===== src/rtl/clkdiv_tick_sched.sv =====
// Per-channel tick scheduler: turns rising edges of a selected clkdiv bit
// into single-cycle enables, so downstream logic stays on clk.
module clkdiv_tick_sched #(
    parameter int CHW = 2,
    parameter int DW  = 32,
    localparam int NCH = 2 ** CHW
) (
    input  logic           clk,
    input  logic           rst,
    input  logic [DW-1:0]  clkdiv,
    input  logic           cfg_we,
    input  logic [CHW-1:0] cfg_ch,
    input  logic [4:0]     cfg_sel,
    input  logic           cfg_mode,
    input  logic           cfg_en,
    output logic [NCH-1:0] tick,
    output logic [NCH-1:0] busy
);

    typedef enum logic [1:0] {
        IDLE = 2'd0,
        ARM  = 2'd1,
        RUN  = 2'd2
    } state_t;

    for (genvar i = 0; i < NCH; i++) begin : g_ch
        state_t     state;
        logic [4:0] sel;
        logic       mode;
        logic       prev;
        logic       tick_q;
        logic       busy_q;
        logic       hit;
        logic       cur;
        logic       rise;

        assign hit  = cfg_we && (cfg_ch == CHW'(i));
        assign cur  = clkdiv[sel];
        assign rise = cur & ~prev;

        always_ff @(posedge clk) begin
            if (rst) begin
                state  <= IDLE;
                sel    <= '0;
                mode   <= 1'b0;
                prev   <= 1'b0;
                tick_q <= 1'b0;
                busy_q <= 1'b0;
            end else begin
                tick_q <= 1'b0;
                if (hit) begin
                    // Seed prev from the new bit so the switch itself
                    // never looks like an edge; a coincident edge is dropped.
                    sel    <= cfg_sel;
                    mode   <= cfg_mode;
                    prev   <= clkdiv[cfg_sel];
                    state  <= cfg_en ? ARM : IDLE;
                    busy_q <= cfg_en;
                end else begin
                    prev <= cur;
                    unique case (state)
                        IDLE: ;
                        // First edge only aligns the channel to the period.
                        ARM: begin
                            if (rise) state <= RUN;
                        end
                        RUN: begin
                            if (rise) begin
                                tick_q <= 1'b1;
                                if (mode) begin
                                    state  <= IDLE;
                                    busy_q <= 1'b0;
                                end
                            end
                        end
                        default: state <= IDLE;
                    endcase
                end
            end
        end

        assign tick[i] = tick_q;
        assign busy[i] = busy_q;
    end

endmodule


===== config.mk =====
export PLATFORM = sky130hd
export DESIGN_NAME = clkdiv_tick_sched
export DESIGN_NICKNAME = d
export VERILOG_FILES = /design/src/rtl/clkdiv_tick_sched.sv
export SDC_FILE = /design/constraint.sdc
export NUM_CORES = 1
export LEC_CHECK = 0
export ABC_CLOCK_PERIOD_IN_PS = 1900
export CAP_MARGIN = 0
export CORE_AREA = 2 2 109 111
export CTS_CLUSTER_SIZE = 12
export DETAILED_ROUTE_END_ITERATION = 12
export DIE_AREA = 0 0 111 113
export HOLD_SLACK_MARGIN = 0.08
export SLEW_MARGIN = 20
export SYNTH_ARGS = -nofsm -noshare
export SYNTH_HDL_FRONTEND = slang
export SYNTH_SLANG_ARGS = --single-unit

===== constraint.sdc =====
create_clock -name clk -period 1.9 [get_ports clk]
set_input_delay 0.38 -clock clk [delete_from_list [all_inputs] [get_ports clk]]
set_output_delay 0.38 -clock clk [all_outputs]
set_load 0.01 [all_outputs]

**After elaboration in Yosys (flattened, before gate mapping)**

Cells that the tools add are included.

- Flip-flop bits (word level): 44
- Input bits: 44
- Output and inout port bits: 8

- Magnitude comparators: 5
- Eq/ne operators: 27
- Multiplexer cells: 55
- Bitwise gates (word level): 12
- Reduce and logical (&&, ||, !) cells: 33

Operators with widths:

| operator | number |
|---|---|
| 3-bit inequality test (second input constant) | 12 |
| 2-bit two-way mux | 16 |
| 5-bit by 6-bit less-than comparator with 1-bit output (second input constant) | 5 |
| 1-bit two-way mux | 30 |
| 1-bit binary-select mux with 5-bit select | 5 |
| 2-bit case mux with 3 select lines | 4 |
| 2-bit nonzero test | 12 |
| 4-bit AND reduction | 4 |
| 2-bit == test (second input constant) | 6 |
| 3-bit AND reduction | 4 |
| 3-bit OR reduction | 4 |
| 2-bit by 1-bit == test with 1-bit output (second input constant) | 5 |
| 2-bit logical NOT | 5 |
| 2-bit inequality test (second input constant) | 4 |
| 1-bit NOT | 8 |
| 1-bit AND | 4 |
| 1-bit logical AND | 4 |

**Depth between registers and ports, before layout**

Gate-level depths: netlist of run 1.

- Word-level depth: 6
- Gate-level depth with buffers: 8

**Least setup slack after synthesis of run 1**

Ideal clock, no wire load.

- Kind: input to register
- Start: input port cfg_sel[1]
- End: register g_ch[3].prev
- Setup time: 0.127 ns
- Data arrival time: 1.854 ns
- Data required time: 1.773 ns
- Setup slack: -0.081 ns
- Stages: 6
- Cells stage by stage: clkbuf_1 mux4_2 mux4_2 and3b_1 a21oi_2 o22ai_1

- Longest elaborated chain between the ends: 3

RTL lines:

| element | line | RTL |
|---|---|---|
| from (decl) | 13 | `input logic [4:0] cfg_sel,` |
| 1-bit binary-select mux with 5-bit select | 56 | `prev <= clkdiv[cfg_sel];` |
| 1-bit two-way mux (implied by the code) | 56 |  |
| 1-bit two-way mux | 51 | `if (hit) begin` |
| to (signal assigned) | 56 |  |
| to (signal assigned) | 60 | `prev <= cur;` |
| to (decl) | 30 | `logic prev;` |

No other way between the ends. The select of a mux whose other input is x is not followed.
A chain may end at the register's enable or synchronous reset.

**Worst setup path after layout of run 1**

- Start: input port clkdiv[23]
- End: register g_ch[2].prev

- Longest elaborated chain between the ends: 3
- Elaborated cells between the ends (all ways): 5

RTL lines:

| element | line | RTL |
|---|---|---|
| from (decl) | 10 | `input logic [DW-1:0] clkdiv,` |
| 1-bit binary-select mux with 5-bit select, on equally long branches | 38, 56 |  |
| 1-bit two-way mux, on equally long branches | 38, 56 |  |
| 1-bit two-way mux * | 51 |  |
| to (signal assigned) | 56 |  |
| to (signal assigned) | 60 |  |
| to (decl) | 30 |  |

Every way passes the cells marked *; elsewhere a longest branch is shown, timed or not. The select of a mux whose other input is x is not followed.

==> flow_metrics.py, run 1 <==
metrics = {
    "worst_setup_path": {
        "worstReg2RegStart": "g_ch[3].sel[1]",
        "worstRegToRegCells": 7,
        "cp.arrival_ns": 2.02,
        "worst-path-max-fanout": 4,
        "cp-end-kind": "flip-flop",
        "timing.rr.end": "g_ch[3].busy_q",
        "path_class": "input pin to flip-flop",
        "ff2ff_setup_slack_ns": 0.06,
        "required_ns": 2.08,
        "worst_setup_path_start_kind": "input pin",
    },
    "placement": {
        "hpwl_um": 8880,
        "place_ws_ns": -0.907,
        "place_congestion": 0.960,
        "place.port_buffers": 51,
    },
    "power_and_ir_drop": {
        "swShare_pct": 27.4,
        "pwr-share-clk_pct": 37.2,
        "vdd_drop_max_uv": 467,
        "power_density_nw_per_um2": 566,
        "switching_power_w": 0.000727,
        "p_int_w": 0.00193,
        "leakage_nw": 1.69,
        "power_frac_seq_pct": 37.4,
        "power_frac_comb_pct": 25.4,
    },
    "synthesis": {
        "syn_inst": 398,
        "synth-seq-cells": 44,
        "yosys-top-cells-count": "nand2_1, mux2i_1, a21oi_1, dfxtp_1, nand2b_1",
        "ys_seq_area_share_pct": 26.5,
        "yosysWarnings": 0,
        "async_flop_share_pct": 0,
        "synth_top_area_share_pct": 26.5,
        "synth_nets": 442,
        "synth_area_per_cell_um2": 8.35,
        "netlist_area_um2": 3320,
        "synth_most_common_cell": "nand2_1",
        "yosys.cell_types.count": 47,
        "ys_top_cells_by_area": "dfxtp_1, mux2i_1, nand2_1",
        "ys.flop_type": "dfxtp_1",
        "yosysTopAreaCell": "dfxtp_1",
        "synth-edff-count": 0,
    },
    "timing": {
        "tightest_slew_ns": 0.355,
        "relSlewSlack_pct": 76.3,
        "rsz0062_at_grt": "true",
        "maxSlewViolCount": 0,
        "worst_slack_ns": 0.0617,
        "hold_viol_final": 0,
        "clock_skew_ns": 0.00607,
        "setup_viol": 0,
        "min_period_over_period_pct": 96.8,
        "timing.fmax_ghz": 0.544,
        "fin_crit_ns": 1.84,
    },
    "worst_hold_path": {
        "hp-class": "flip-flop to flip-flop",
        "hold_depth": 2,
        "min_from": "g_ch[3].mode",
        "hold_path_end": "g_ch[3].mode",
    },
    "route": {
        "vias": 3516,
        "first_pass_iters": 7,
        "remaining_drc_errors": 0,
        "first_iter_violations": 176,
        "post_drt_wl_per_cell_um": 17.0,
        "drtAntennaViolNets": 0,
        "viasPerCell": 5.35,
        "wl_um": 11200,
    },
    "final_layout": {
        "finish.utilization_pct": 41.6,
        "final_nets": 557,
        "synthToLayoutAreaGrowth_pct": 41.2,
        "drive_above_1_share_pct": 30.2,
        "antenna_cells": 0,
    },
    "global_route": {
        "grt_max_degree": 18,
        "grt_pass1_wl_um": 17700,
        "overflow": 0,
        "grt_use_total_pct": 17.6,
        "grt_pass1_vias": 3411,
        "antenna_found_initial": 0,
    },
    "clock_network": {
        "cts_root_buf": "clkbuf_16",
        "tritoncts": "built",
        "cts.sinks": 44,
        "hold_buffers": 0,
        "clk-insertion-delay-late_ns": 0.29,
        "htreeDepth": 2,
        "clk_pin_slew_worst_paths_ns": 0.07,
        "cts_buffers": 5,
        "clock_path_buffers": 2,
    },
    "floorplan": {
        "die_w_um": 111,
        "die_area_um2": 12500,
        "die-height_um": 113,
        "rows": 39,
        "io_pins": 52,
        "initial_core_util_pct": 29.5,
        "core_um2": 11300,
    },
    "run_status": {
        "status": "finished, final reports clean",
    },
    "job": {
        "drv_cap": 0,
    },
}
[cells in the final DEF (no fill, tap or decap), types with 3 or more instances in the layout]
cell type / netlist / layout
mux4_2: 4 / 10
a211oi_1: 5 / 4
inv_1: 4 / 4
nand2b_1: 15 / 15
and2_1: 4 / 3
or4b_2: 3 / 3
and3_1: 5 / 3
clkdlybuf4s50_1: 0 / 16
o22ai_1: 6 / 3
dfxtp_1: 44 / 41
a22oi_1: 13 / 11
a21oi_1: 45 / 44
o22ai_2: 0 / 3
nor2b_1: 10 / 8
nand3_1: 14 / 14
clkbuf_16: 0 / 5
nor4_1: 4 / 4
buf_4: 13 / 77
mux2i_1: 61 / 60
nand3b_1: 4 / 4
clkbuf_2: 0 / 21
buf_6: 2 / 3
buf_12: 0 / 4
o41a_1: 3 / 3
nand2_1: 79 / 79
nor2_1: 7 / 7
or3_1: 3 / 3
dlygate4sd2_1: 0 / 10
[power groups by stage]
| stage | registers, W | logic, W | clock network (W) |
|---|---|---|---|
| final | 0.000991 | 0.000675 | 0.000988 |
| after global routing | 0.000996 | 0.000725 | 0.00104 |
| after CTS | 0.000990 | 0.000649 | 0.00101 |
| after detailed placement | 0.00101 | 0.000642 | 0 |
| after global placement | 0.00101 | 0.000636 | 0 |
| after floorplan | 0.000998 | 0.000301 | 0 |
[critical path, stage by stage]
cell and delay (ns):
clkdlybuf4s15_1 0.24, mux4_2 0.50, mux4_2 0.50, a21oi_2 0.15
buf_6 0.15, o22ai_2 0.08
[per-stage QoR]
step	std cells	total power, W	hold WS (ns)	cell area (µm²)	setup TNS [ns]
floorplan	398	0.00130	0.450	3330	-0.221
global placement	641	0.00164	0.466	4450	-9.00
detailed placement	641	0.00165	0.463	4450	-9.72
CTS	651	0.00264	0.472	4640	-0.00237
global route	657	0.00276	0.485	4690	-0.00465
finish	657	0.00265	0.471	4690	0
[flip-flops by register name, indices dropped and copies added, names as in the netlist]
signal       count
g_ch.prev        4
g_ch.mode        4
g_ch.busy_q      4
g_ch.tick_q      4
g_ch.sel        20
g_ch.state       8
[cells by family after synthesis]
| family | synth area share (%) |
|---|---|
| and+or+nand+nor | 23.5 |
| buffers and inverters | 5.57 |
| AOI/OAI and AO/OA | 18.0 |
| DFF | 26.5 |
| muxes | 26.5 |
[timing repair]
| item | 4_1_cts | 5_1_grt |
|---|---|---|
| buffers inserted | 2 | 6 |
| resized for setup | 65 | 60 |
| pin swaps | 5 | 7 |
| setup endpoints to repair | 17 | 12 |
[how the worst max path moves through the flow]
stage                   startpoint        endpoint  slack, ns  cells after the start
floorplan               cfg_sel[0]    g_ch[3].prev      -0.06                      6
global placement        cfg_sel[0]    g_ch[2].prev      -0.83                      7
detailed placement      cfg_sel[0]    g_ch[3].prev      -0.91                      7
CTS                     clkdiv[30]    g_ch[0].prev     -0.002                      7
global route        g_ch[0].sel[1]  g_ch[0].busy_q     -0.005                      7
finish                  clkdiv[23]    g_ch[2].prev       0.06                      6
[per-layer routing]
metal  vias to the layer above  wire, µm  GRT usage [%]
li1                       1692         -              -
met5                         -         0              0
met3                        23       723           2.89
met1                      1651      4900           23.3
met4                         0       261           5.17
met2                       150      5280           29.5
[area by class of cell]
cell class / instances / area (µm²)
well taps: 143 / 179
repair buffers: 135 / 1090
clock buffers: 5 / 125
flip-flops and latches: 44 / 887
fillers: 1132 / 6580
inverters: 4 / 15.0
multi-input cells: 323 / 2350
clock inverters: 3 / 46.3
No activity file was read; power rests on OpenSTA's default activity.
==> run 2, diff against run 1 <==
--- a/config.mk
+++ b/config.mk
@@ -7,10 +7,11 @@
 export LEC_CHECK = 0
 export ABC_CLOCK_PERIOD_IN_PS = 1900
 export CAP_MARGIN = 0
-export CORE_AREA = 2 2 109 111
+export CORE_AREA = 2 2 95 97
 export CTS_CLUSTER_SIZE = 12
 export DETAILED_ROUTE_END_ITERATION = 12
-export DIE_AREA = 0 0 111 113
+export DIE_AREA = 0 0 97 99
+export GPL_TIMING_DRIVEN = 0
 export HOLD_SLACK_MARGIN = 0.08
 export SLEW_MARGIN = 20
 export SYNTH_ARGS = -nofsm -noshare
==> run 2 against run 1 <==
The run now ends with setup timing left. Final cell count is 12% lower. Critical endpoint is now g_ch[3].prev. Sequential cell count stayed put. Cell area down 8.2%. Hold slack gained 0.013 ns. Register-to-register slack got worse by 0.07 ns. Wire length is 5.3% lower. Sequential power hardly changed. Global-route usage increased by 3.2 points.
==> flow_metrics.py, run 2 (synthesized netlist as in run 1, its figures left out) <==
metrics = {
    "global_route": {
        "grt_max_degree": 14,
        "grt_pass1_wl_um": 16000,
        "grtUsageMet1_pct": 27.9,
        "overflow": 0,
        "grt_pass1_vias": 3060,
        "antenna_found_initial": 0,
        "busiest_layer": "met2",
        "grtUsageMet2_pct": 34.5,
        "met3_usage_pct": 3.05,
        "grt_use_total_pct": 20.8,
    },
    "clock_network": {
        "cts.sinks": 44,
        "hold_buffers": 0,
        "htreeDepth": 2,
        "cts_root_buf": "clkbuf_8",
        "clk_pin_slew_worst_paths_ns": 0.08,
        "clock_path_buffers": 2,
        "tritoncts": "built",
        "cts_buffers": 5,
        "clk-insertion-delay-late_ns": 0.30,
    },
    "final_layout": {
        "layout_common_cells": "nand2_1, mux2i_1, a21oi_1",
        "reg.largest.list": "g_ch.sel: 20 flops, g_ch.state: 8 flops",
        "final_nets": 513,
        "finalInstanceArea_um2": 4310,
        "drive_above_1_share_pct": 21.5,
        "regMostFlops": "g_ch.sel",
        "fillers": 843,
        "final_common_cell": "nand2_1",
        "largest_register_ffs": 20,
        "synthToLayoutAreaGrowth_pct": 29.6,
        "antenna_cells": 0,
    },
    "worst_setup_path": {
        "path_common_cell": "mux4_2",
        "worstReg2RegStart": "g_ch[3].sel[1]",
        "required_ns": 2.09,
        "worst_setup_path_start_kind": "input pin",
        "timing.rr.end": "g_ch[3].state[0]",
        "ff2ff_setup_slack_ns": -0.01,
        "worstRegToRegCells": 7,
        "cp-end-kind": "flip-flop",
        "cp.arrival_ns": 2.16,
        "cp_cell_sequence": "clkdlybuf4s15_2 > mux4_2 > mux4_2 > and3b_2 > a21oi_4 > o22ai_1",
        "max_stage_delay_ns": 0.52,
        "cp.buffers_inverters": 1,
        "path_class": "input pin to flip-flop",
        "crit_slowest_cell": "mux4_2",
        "worst-path-max-fanout": 5,
        "critPathTopFamily": "multiplexers",
    },
    "floorplan": {
        "rows": 34,
        "die_area_um2": 9600,
        "io_pins": 52,
        "core_um2": 8550,
        "die_w_um": 97,
        "die-height_um": 99,
        "initial_core_util_pct": 38.9,
    },
    "run_status": {
        "violations": "setup timing",
        "status": "finished with violations",
    },
    "timing": {
        "tightest_slew_ns": 0.628,
        "maxSlewViolCount": 0,
        "fin_crit_ns": 1.98,
        "holdWs_ns": 0.484,
        "timing.fmax_ghz": 0.506,
        "fin_tns_setup_ns": -0.284,
        "hold_viol_final": 0,
        "relSlewSlack_pct": 58.0,
        "min_period_over_period_pct": 104,
        "worst_slack_ns": -0.0762,
        "clock_skew_ns": 0.0109,
        "rsz0062_at_grt": "true",
        "setup_viol": 5,
    },
    "power_and_ir_drop": {
        "leakage_nw": 1.49,
        "power_density_nw_per_um2": 531,
        "vdd_drop_max_uv": 589,
    },
    "worst_hold_path": {
        "min_from": "g_ch[2].mode",
        "hp-class": "flip-flop to flip-flop",
        "hold_depth": 2,
        "hold_path_end": "g_ch[2].mode",
    },
    "route": {
        "first_iter_violations": 131,
        "wl_um": 10600,
        "first_pass_iters": 4,
        "drtAntennaViolNets": 0,
        "vias": 3300,
        "viasPerCell": 5.71,
        "post_drt_wl_per_cell_um": 18.3,
        "remaining_drc_errors": 0,
    },
    "job": {
        "drv_cap": 0,
    },
    "placement": {
        "place_ws_ns": -0.958,
        "dpl-instance-area_um2": 3970,
        "hpwl_um": 7840,
        "place.port_buffers": 50,
        "place_congestion": 0.942,
    },
}
==> run 2: cell count changes in the layout (fill, tap and decap cells not counted), moves of 4 or more <==
cell | previous run | this run
clkbuf_8 | 0 | 6
dlygate4sd2_1 | 10 | 18
mux4_2 | 10 | 5
clkbuf_16 | 5 | 1
clkbuf_2 | 21 | 2
buf_2 | 0 | 16
buf_4 | 77 | 24
mux4_1 | 0 | 5
==> run 2: timing repair <==
action | 4_1_cts | 5_1_grt
pin swaps | 8 | 22
gates cloned | 0 | 1
setup endpoints to repair | 17 | 35
setup buffers | 6 | 10
gates resized for setup | 106 | 43
==> run 2: worst min-delay path, cell delays in order, from the launching register on <==
cell,delay [ns]
dfxtp_1,0.33
nand2_1,0.06
a21oi_1,0.06
==> run 2: final cells by class <==
class,instances,area (µm²),area share [%]
multi-input cells,323,2370,55.1
flip-flops and latches,44,886,20.6
repair buffers,67,556,12.9
plain buffers,24,234,5.43
well taps,108,135,3.14
clock buffers,6,72.6,1.69
clock inverters,2,35.0,0.813
inverters,4,15.0,0.349
==> run 2: worst max-delay path by stage <==
stage               startpoint            to  depth (start not counted)
finish              clkdiv[25]  g_ch[3].prev                          6
global placement    cfg_sel[0]  g_ch[3].prev                          7
detailed placement  cfg_sel[0]  g_ch[3].prev                          7
global route        cfg_sel[0]  g_ch[0].prev                          7
CTS                 cfg_sel[0]  g_ch[3].prev                          7
floorplan           cfg_sel[0]  g_ch[3].prev                          6
==> run 2: stage by stage <==
step | total power (W) | std cells | utilization (%)
CTS | 0.00225 | 567 | 47.9
global route | 0.00237 | 578 | 50.4
detailed placement | 0.00154 | 556 | 46.4
global placement | 0.00154 | 556 | 46.4
finish | 0.00229 | 578 | 50.4
floorplan | 0.00130 | 398 | -
==> run 2: per-layer routing <==
| layer | share of wire [%] | routed length, µm |
|---|---|---|
| met1 | 46 | 4840 |
| met2 | 46 | 4880 |
| met3 | 5.7 | 599 |
| met4 | 2.5 | 263 |
| met5 | 0 | 0 |
==> run 2: power breakdown <==
group / internal (W) / switching (W) / total [W]
logic: 0.000276 / 0.000309 / 0.000585
clock network: 0.000390 / 0.000320 / 0.000711
registers: 0.000955 / 0.0000357 / 0.000991
==> run 3, diff against run 2 <==
--- a/config.mk
+++ b/config.mk
@@ -5,12 +5,11 @@
 export SDC_FILE = /design/constraint.sdc
 export NUM_CORES = 1
 export LEC_CHECK = 0
-export ABC_CLOCK_PERIOD_IN_PS = 1900
 export CAP_MARGIN = 0
-export CORE_AREA = 2 2 95 97
+export CORE_AREA = 2 2 100 92
 export CTS_CLUSTER_SIZE = 12
 export DETAILED_ROUTE_END_ITERATION = 12
-export DIE_AREA = 0 0 97 99
+export DIE_AREA = 0 0 102 94
 export GPL_TIMING_DRIVEN = 0
 export HOLD_SLACK_MARGIN = 0.08
 export SLEW_MARGIN = 20
==> run 3 against run 2 <==
The flow still finishes with violations (setup timing). Clock-buffer cell count shrank 1. Clock power down 5.1%. Sequential power about the same. Register-to-register slack worse by 0.02 ns. Combinational power rose by 0.7%. Die area fell by 0.16%. Final cell count grew 1.2%. Total power fell by 1.5%. Highest routed layer unchanged.
==> flow_metrics.py, run 3 (synthesized netlist as in run 1, its figures left out) <==
metrics = {
    "global_route": {
        "grt_use_total_pct": 24.6,
        "grt_max_degree": 18,
        "overflow": 0,
        "antenna_found_initial": 0,
        "grt_pass1_vias": 3336,
        "grt_pass1_wl_um": 18000,
    },
    "clock_network": {
        "tritoncts": "built",
        "cts.sinks": 44,
        "cts_root_buf": "clkbuf_8",
        "cts_buffers": 5,
        "htreeDepth": 2,
        "clk_pin_slew_worst_paths_ns": 0.08,
        "hold_buffers": 0,
        "clk-insertion-delay-late_ns": 0.29,
        "clock_path_buffers": 2,
    },
    "timing": {
        "holdWs_ns": 0.484,
        "rsz0062_at_grt": "true",
        "tightest_slew_ns": 0.582,
        "timing.fmax_ghz": 0.498,
        "min_period_over_period_pct": 106,
        "hold_viol_final": 0,
        "fin_crit_ns": 2.01,
        "clock_skew_ns": 0.00635,
        "maxSlewViolCount": 0,
        "relSlewSlack_pct": 61.0,
        "worst_slack_ns": -0.109,
        "setup_viol": 5,
    },
    "placement": {
        "place.port_buffers": 50,
        "hpwl_um": 8250,
        "dpl-instance-area_um2": 3980,
        "place_congestion": 0.934,
        "place_ws_ns": -1.00,
    },
    "worst_setup_path": {
        "cp-end-kind": "flip-flop",
        "path_class": "input pin to flip-flop",
        "worst-path-max-fanout": 5,
        "cp.arrival_ns": 2.19,
        "required_ns": 2.08,
        "worst_setup_path_start_kind": "input pin",
    },
    "power_and_ir_drop": {
        "power_density_nw_per_um2": 529,
        "leakage_nw": 1.47,
        "vdd_drop_max_uv": 434,
    },
    "final_layout": {
        "finalInstanceArea_um2": 4260,
        "drive_above_1_share_pct": 21.0,
        "final_nets": 511,
        "final_common_cell": "nand2_1",
        "antenna_cells": 0,
        "reg.largest.list": "g_ch.sel: 20 flops, g_ch.state: 8 flops",
        "largest_register_ffs": 20,
        "fillers": 873,
        "synthToLayoutAreaGrowth_pct": 28.0,
        "layout_common_cells": "nand2_1, mux2i_1, a21oi_1",
        "regMostFlops": "g_ch.sel",
    },
    "floorplan": {
        "die_area_um2": 9590,
        "die-height_um": 94,
        "rows": 32,
        "die_w_um": 102,
        "initial_core_util_pct": 39.2,
        "io_pins": 52,
        "core_um2": 8490,
    },
    "worst_hold_path": {
        "hp-class": "flip-flop to flip-flop",
    },
    "route": {
        "remaining_drc_errors": 0,
        "wl_um": 11700,
        "first_pass_iters": 5,
        "post_drt_wl_per_cell_um": 19.9,
        "drtAntennaViolNets": 0,
        "vias": 3369,
        "first_iter_violations": 237,
        "viasPerCell": 5.76,
    },
    "run_status": {
        "status": "finished with violations",
        "violations": "setup timing",
    },
    "job": {
        "drv_cap": 0,
    },
}
[run 3: cell types whose count changed in the layout (fill, tap and decap cells not counted), sizes merged]
cell           before  now
clkinv              1    0
clkbuf             12    9
dlygate4sd2        18   17
buf                52   51
clkdlybuf4s15       1    3
[run 3: cell type report]
class / instances / area, µm² / area share (%)
buffer: 23 / 220 / 5.17
clock buffer: 5 / 68.8 / 1.62
clock inverter: 1 / 30.0 / 0.706
inverter: 4 / 15.0 / 0.353
multi-input combinational: 323 / 2350 / 55.3
sequential: 44 / 887 / 20.8
tap: 119 / 149 / 3.50
timing repair buffer: 66 / 532 / 12.5
[run 3: stage by stage]
stage | utilization, % | power (W) | cells | TNS (ns)
global route | 50.1 | 0.00235 | 585 | -0.595
detailed placement | 46.9 | 0.00155 | 567 | -17.48
global placement | 46.9 | 0.00155 | 567 | -17.17
CTS | 48.0 | 0.00222 | 576 | -0.324
floorplan | - | 0.00130 | 398 | -0.221
finish | 50.1 | 0.00225 | 585 | -0.422
[run 3: worst max-delay path, cell delays in order]
cell           delay [ns]
dlygate4sd2_1        0.34
mux4_1               0.53
mux4_2               0.53
a21oi_4              0.28
o22ai_1              0.11
[run 3: routing by layer]
| metal | track usage [%] | routed length, µm |
|---|---|---|
| met2 | 39.1 | 5510 |
| met5 | 0 | 0 |
| met1 | 34.6 | 5370 |
| met4 | 6.33 | 242 |
| met3 | 4.09 | 538 |
[run 3: worst paths after layout]
check,startpoint,endpoint,slack (ns),cells past startpoint
worst max register to register,g_ch[2].sel[1],g_ch[2].busy_q,-0.03,7
worst max-delay path,clkdiv[2],g_ch[0].prev,-0.11,5
worst min-delay path,g_ch[2].mode,g_ch[2].mode,0.48,2
worst min register to register,g_ch[2].mode,g_ch[2].mode,0.48,2
[run 3: repair_timing]
item	in CTS	in global routing
gates cloned	0	1
setup buffers	7	8
setup endpoints to repair	21	18
pin swaps	5	9
gates resized for setup	114	33
[run 3: where the power goes]
part | switching, W | internal [W]
combinational | 0.000326 | 0.000264
sequential | 0.0000337 | 0.000954
clock | 0.000298 | 0.000378
